==> src/rtl/multicycle_controller.sv <==
// multicycle_controller
//   Control FSM for the multi-cycle RV32I core. Sequences a shared datapath
//   (one ALU, one unified memory port, IR/OldPC/A/B/ALUOut registers) by
//   issuing per-state mux selects and write enables. Memory states hold until
//   mem_ready; a watchdog aborts accesses that never complete.
//
//   State table:
//     state     | meaning
//     FETCH     | read instruction at PC, PC <= PC+4, load IR/OldPC
//     DECODE    | decode opcode, ALUOut <= OldPC + imm (branch/jump target)
//     MEMADR    | ALUOut <= rs1 + imm (load/store address)
//     MEMREAD   | read data memory at ALUOut
//     MEMWB     | write loaded data to rd
//     MEMWRITE  | write rs2 to memory at ALUOut
//     EXECUTER  | ALUOut <= rs1 op rs2
//     EXECUTEI  | ALUOut <= rs1 op imm
//     ALUWB     | write ALUOut to rd
//     BEQ       | compare rs1/rs2, PC <= target when equal
//     JAL       | ALUOut <= OldPC+4, PC <= target
//     TRAP      | unsupported opcode, no architectural writes
//
//   Ports:
//     clk, rst_n                   clock, async active-low reset
//     opcode, funct3, funct7_5     instruction fields from IR
//     zero                         ALU zero flag (current cycle)
//     mem_ready                    memory completes request this cycle
//     mem_req, MemWrite, AdrSrc    memory port control
//     IRWrite, PCWrite, RegWrite   register write enables
//     ResultSrc, ALUSrcA, ALUSrcB  datapath mux selects
//     ImmSrc, ALUControl           immediate format, ALU operation
//     instr_done, illegal_instr,
//     mem_timeout                  one-cycle status pulses
//     state                        current state (debug)
//
//   Outputs are Mealy: FETCH/MEMREAD/MEMWRITE enables depend on mem_ready and
//   BEQ's PCWrite on zero within the same cycle.

module multicycle_controller #(
    parameter int MEM_TIMEOUT = 16
) (
    input  logic       clk,
    input  logic       rst_n,
    input  logic [6:0] opcode,
    input  logic [2:0] funct3,
    input  logic       funct7_5,
    input  logic       zero,
    input  logic       mem_ready,
    output logic       mem_req,
    output logic       MemWrite,
    output logic       AdrSrc,
    output logic       IRWrite,
    output logic       PCWrite,
    output logic       RegWrite,
    output logic [1:0] ResultSrc,
    output logic [1:0] ALUSrcA,
    output logic [1:0] ALUSrcB,
    output logic [1:0] ImmSrc,
    output logic [2:0] ALUControl,
    output logic       instr_done,
    output logic       illegal_instr,
    output logic       mem_timeout,
    output logic [3:0] state
);

    typedef enum logic [3:0] {
        S_FETCH    = 4'd0,
        S_DECODE   = 4'd1,
        S_MEMADR   = 4'd2,
        S_MEMREAD  = 4'd3,
        S_MEMWB    = 4'd4,
        S_MEMWRITE = 4'd5,
        S_EXECUTER = 4'd6,
        S_EXECUTEI = 4'd7,
        S_ALUWB    = 4'd8,
        S_BEQ      = 4'd9,
        S_JAL      = 4'd10,
        S_TRAP     = 4'd11
    } state_t;

    localparam int CW = $clog2(MEM_TIMEOUT + 1);

    state_t        cur;
    state_t        nxt;
    logic [CW-1:0] wait_cnt;
    logic          mem_state;
    logic          abort;
    logic [2:0]    alu_funct;

    // Counter holds the number of wait cycles already spent; the current
    // waiting cycle is the one that makes it reach MEM_TIMEOUT.
    assign mem_state = (cur == S_FETCH) || (cur == S_MEMREAD) || (cur == S_MEMWRITE);
    assign abort     = mem_state && !mem_ready && (wait_cnt == CW'(MEM_TIMEOUT - 1));
    assign state     = cur;

    always_comb begin
        alu_funct = 3'b000;
        case (funct3)
            3'b000:  alu_funct = (opcode[5] & funct7_5) ? 3'b001 : 3'b000;
            3'b010:  alu_funct = 3'b101;
            3'b110:  alu_funct = 3'b011;
            3'b111:  alu_funct = 3'b010;
            default: alu_funct = 3'b000;
        endcase
    end

    always_comb begin
        nxt = cur;
        case (cur)
            S_FETCH:    if (mem_ready) nxt = S_DECODE;
            S_DECODE: begin
                case (opcode)
                    7'b0000011, 7'b0100011: nxt = S_MEMADR;
                    7'b0110011:             nxt = S_EXECUTER;
                    7'b0010011:             nxt = S_EXECUTEI;
                    7'b1100011:             nxt = S_BEQ;
                    7'b1101111:             nxt = S_JAL;
                    default:                nxt = S_TRAP;
                endcase
            end
            S_MEMADR:   nxt = opcode[5] ? S_MEMWRITE : S_MEMREAD;
            S_MEMREAD:  if (mem_ready) nxt = S_MEMWB;
            S_MEMWRITE: if (mem_ready) nxt = S_FETCH;
            S_EXECUTER, S_EXECUTEI, S_JAL: nxt = (cur == S_JAL || cur == S_EXECUTER || cur == S_EXECUTEI) ? S_ALUWB : S_FETCH;
            default:    nxt = S_FETCH;
        endcase
        if (abort) nxt = S_FETCH;
    end

    always_ff @(posedge clk or negedge rst_n) begin
        if (!rst_n) begin
            cur      <= S_FETCH;
            wait_cnt <= '0;
        end else begin
            cur <= nxt;
            // Only a genuine hold (waiting, not aborting) keeps counting.
            if (mem_state && !mem_ready && !abort) wait_cnt <= wait_cnt + 1'b1;
            else                                   wait_cnt <= '0;
        end
    end

    always_comb begin
        mem_req       = 1'b0;
        MemWrite      = 1'b0;
        AdrSrc        = 1'b0;
        IRWrite       = 1'b0;
        PCWrite       = 1'b0;
        RegWrite      = 1'b0;
        ResultSrc     = 2'b00;
        ALUSrcA       = 2'b00;
        ALUSrcB       = 2'b00;
        ALUControl    = 3'b000;
        instr_done    = 1'b0;
        illegal_instr = 1'b0;
        mem_timeout   = abort;
        case (opcode)
            7'b0100011: ImmSrc = 2'b01;
            7'b1100011: ImmSrc = 2'b10;
            7'b1101111: ImmSrc = 2'b11;
            default:    ImmSrc = 2'b00;
        endcase
        case (cur)
            S_FETCH: begin
                mem_req   = 1'b1;
                ALUSrcB   = 2'b10;
                ResultSrc = 2'b10;
                IRWrite   = mem_ready;
                PCWrite   = mem_ready;
            end
            S_DECODE: begin
                ALUSrcA = 2'b01;
                ALUSrcB = 2'b01;
            end
            S_MEMADR: begin
                ALUSrcA = 2'b10;
                ALUSrcB = 2'b01;
            end
            S_MEMREAD: begin
                mem_req = 1'b1;
                AdrSrc  = 1'b1;
            end
            S_MEMWB: begin
                ResultSrc  = 2'b01;
                RegWrite   = 1'b1;
                instr_done = 1'b1;
            end
            S_MEMWRITE: begin
                mem_req    = 1'b1;
                MemWrite   = 1'b1;
                AdrSrc     = 1'b1;
                instr_done = mem_ready;
            end
            S_EXECUTER: begin
                ALUSrcA    = 2'b10;
                ALUControl = alu_funct;
            end
            S_EXECUTEI: begin
                ALUSrcA    = 2'b10;
                ALUSrcB    = 2'b01;
                ALUControl = alu_funct;
            end
            S_ALUWB: begin
                RegWrite   = 1'b1;
                instr_done = 1'b1;
            end
            S_BEQ: begin
                ALUSrcA    = 2'b10;
                ALUControl = 3'b001;
                PCWrite    = zero;
                instr_done = 1'b1;
            end
            S_JAL: begin
                ALUSrcA = 2'b01;
                ALUSrcB = 2'b10;
                PCWrite = 1'b1;
            end
            S_TRAP: begin
                illegal_instr = 1'b1;
                instr_done    = 1'b1;
            end
            default: ;
        endcase
        // Reset forces every enable, pulse and select low even though the
        // state register already reads FETCH.
        if (!rst_n) begin
            mem_req       = 1'b0;
            MemWrite      = 1'b0;
            AdrSrc        = 1'b0;
            IRWrite       = 1'b0;
            PCWrite       = 1'b0;
            RegWrite      = 1'b0;
            ResultSrc     = 2'b00;
            ALUSrcA       = 2'b00;
            ALUSrcB       = 2'b00;
            ImmSrc        = 2'b00;
            ALUControl    = 3'b000;
            instr_done    = 1'b0;
            illegal_instr = 1'b0;
            mem_timeout   = 1'b0;
        end
    end

endmodule

==> config.mk <==
export PLATFORM = sky130hd
export DESIGN_NAME = multicycle_controller
export DESIGN_NICKNAME = d
export VERILOG_FILES = /design/src/rtl/multicycle_controller.sv
export SDC_FILE = /design/constraint.sdc
export NUM_CORES = 1
export LEC_CHECK = 0
export CORE_MARGIN = 5
export CORE_UTILIZATION = 40
export DETAILED_ROUTE_END_ITERATION = 7
export PLACE_DENSITY = 0.85
export SLEW_MARGIN = 20
export SYNTH_ARGS = -nofsm -noshare
export SYNTH_HDL_FRONTEND = slang
export SYNTH_SLANG_ARGS = --single-unit
==> constraint.sdc <==
create_clock -name clk -period 3.3 [get_ports clk]
set_input_delay 0.99 -clock clk [delete_from_list [all_inputs] [get_ports clk]]
set_output_delay 0.99 -clock clk [all_outputs]
set_load 0.05 [all_outputs]
==> impl_metrics.ini <==
[routing]
via_per_inst = 5.374
drt_wl_total_um = 2751
drc_errors = 0
wl_per_cell_um = 14.48
final_antenna_net_count = 0
drt-pass1-iter-count = 7
num_vias = 1021
drt_iter0_drc = 17

[finish]
post-route-util = 0.7397
insertedDiodeCount = 0
n_fill_cell = 155
drive_above_1_share = 0.2593
final_nets = 180
area_growth_pct = 81.95

[flow_run]
cap_viol_max_count = 0

[setup_path]
critPathLaunchType = input pin
path_max_fanout = 3
path_class = input pin to output port
cp_data_arrival_time_ps = 2220
worstSetupEndpointType = output port
required_ps = 2310

[power_and_ir_drop]
ir_drop_mv = 0.4901
p_per_area_nw_per_um2 = 813.7
total_power_uw = 1293
power.leakage_uw = 0.0006561

[floorplanning]
die_h_um = 56.73
coreArea_um2 = 2148
row_count = 17
io_pins = 39
die_w_um = 56.73
die-area_um2 = 3218
start_util = 0.4065

[cts]
cts_buffers = 3
root_buffer = clkbuf_4
cts_max_path_buffers = 2
holdBufCountCts = 0
cts.clk_slew.worst_paths_ps = 60
clock_sinks = 9
clk_latency_ps = 250
postCtsResizedCells = 0
htree_levels = 1
cts_tree = yes
postCtsSetupBuffers = 0

[sta]
max_freq_ghz = 0.3120
slew_headroom = 0.5707
fin_skew_ps = 1.022
setup_ws_ps = 94.47
rsz0062_at_grt = no
tightest_slew_ps = 643.9
timing.final.crit_share = 0.9714
setup_viol = 0
period_minus_slack_ps = 3206
slew_violations = 0
hold_viol_final = 0

[global_route]
grt_pass1_wl_um = 4574
grt_pass1_vias = 1011
antenna_found_initial = 0
grt_max_degree = 21
grt_overflow = 0
grt_use_total = 0.1760

[synthesis]
synthCells = 119
synth_cell_types = 36
netlist_area_um2 = 873.3
synth_top_area_frac = 0.2579
syn_area_per_cell_um2 = 7.339
synth_top_area_cell = dfrtp_1
synth_warnings = 0
seq_area_frac_synth = 0.2579
synth.area.top_cells = dfrtp_1 26%, nor2_1 9.0%, a21oi_1 5.2%
synthArstFlopShare = 1.000
synth_edf_count = 0
yosys_register_bits = 9
synthesis.nets = 136
ys_top_cells_by_count = 21 x nor2_1, 9 x a21oi_1, 9 x dfrtp_1, 9 x nand2_1
synth_flop_cell = dfrtp_1
yosysMostFrequentCell = nor2_1

[placement]
pre_cts_slack_ps = 55.61
dp_hpwl_um = 2230
portBuffers = 38
gp_congestion = 0.9102

[outcome]
status = finished, final reports clean

[worst_hold_path]
min_path_type = register to register
[critical path, cell delays in order]
cell             delay (ps)
clkdlybuf4s50_1         510
a31oi_1                  90
nor4b_1                 250
o21a_1                  220
buf_12                  140
[area by class of cell]
type | instances | area (um^2) | share of cell area
clock buffer | 4 | 26.28 | 0.01654
multi-input combinational | 97 | 636.9 | 0.4008
sequential | 9 | 225.2 | 0.1417
tap | 28 | 35.03 | 0.02205
inverter | 6 | 22.52 | 0.01417
timing repair buffer | 46 | 643.1 | 0.4047
[layer usage]
layer  track usage  share of wire  vias to the layer above
met3       0.02759          0.060                        4
met4       0.04746         0.0065                        0
met2        0.2954           0.52                       35
met1        0.2313           0.41                      480
li1              -              -                      502
met5             0              0                        -
[cells in the final DEF, fill, tap and decap left out, types with 2 or more instances in the layout]
cell type         n
ha_1              2
nand3_1           4
o21a_1            3
nand2_1           9
nand2b_1          5
nor2b_1           2
and2b_1           2
and3_1            4
nor3_2            3
mux2_2            2
xor2_1            2
nor2_1           20
nor3_1            2
o21ai_0           3
a31oi_1           2
clkdlybuf4s50_1  17
clkbuf_4          3
buf_4             8
xnor2_1           4
buf_12           20
inv_1             6
o311ai_0          3
a21oi_1           8
dfrtp_1           9
[final timing paths]
path / from / to / slack, ps / cells past startpoint
setup / recovery: opcode[5] / ALUControl[0] / 90 / 5
hold / removal: wait_cnt[0] / wait_cnt[0] / 490 / 1
setup reg to reg: wait_cnt[0] / wait_cnt[0] / 1530 / 5
hold reg to reg: wait_cnt[0] / wait_cnt[0] / 490 / 1
max in group asynchronous: rst_n / wait_cnt[4] / 2210 / 3
min in group asynchronous: rst_n / state[0] / 970 / 3
[cell families (layout without fill, tap and decap cells)]
logic type	count (synthesis)	in the layout	share of synthesized area
adders and majority gates	2	2	0.02865
DFF	9	9	0.2579
and+or+nand+nor	64	64	0.3854
AOI/OAI and AO/OA	22	22	0.1562
xor gates and xnor gates	6	6	0.06017
buffers and inverters	13	56	0.07448
muxes	3	3	0.03725
[per-stage QoR]
stage / instances / hold WS [ps] / setup TNS (ps) / instance area [um^2]
after floorplan: 119 / 429.0 / -42.54 / 914.6
after CTS: 190 / 491.0 / 0 / 1574
after detailed placement: 186 / 483.0 / 0 / 1548
final: 190 / 487.7 / 0 / 1589
after global routing: 190 / 501.7 / 0 / 1589
after global placement: 186 / 440.3 / 0 / 1548
[where the power goes]
part           switching [uW]  total (uW)  internal (uW)
logic                     540         960            420
registers                 113         251            138
clock network            35.3        81.7           46.4
[sequential cells by signal (all words and copies together) (netlist names)]
register and count:
wait_cnt 5, state 4
No activity file was read; power rests on OpenSTA's default activity.
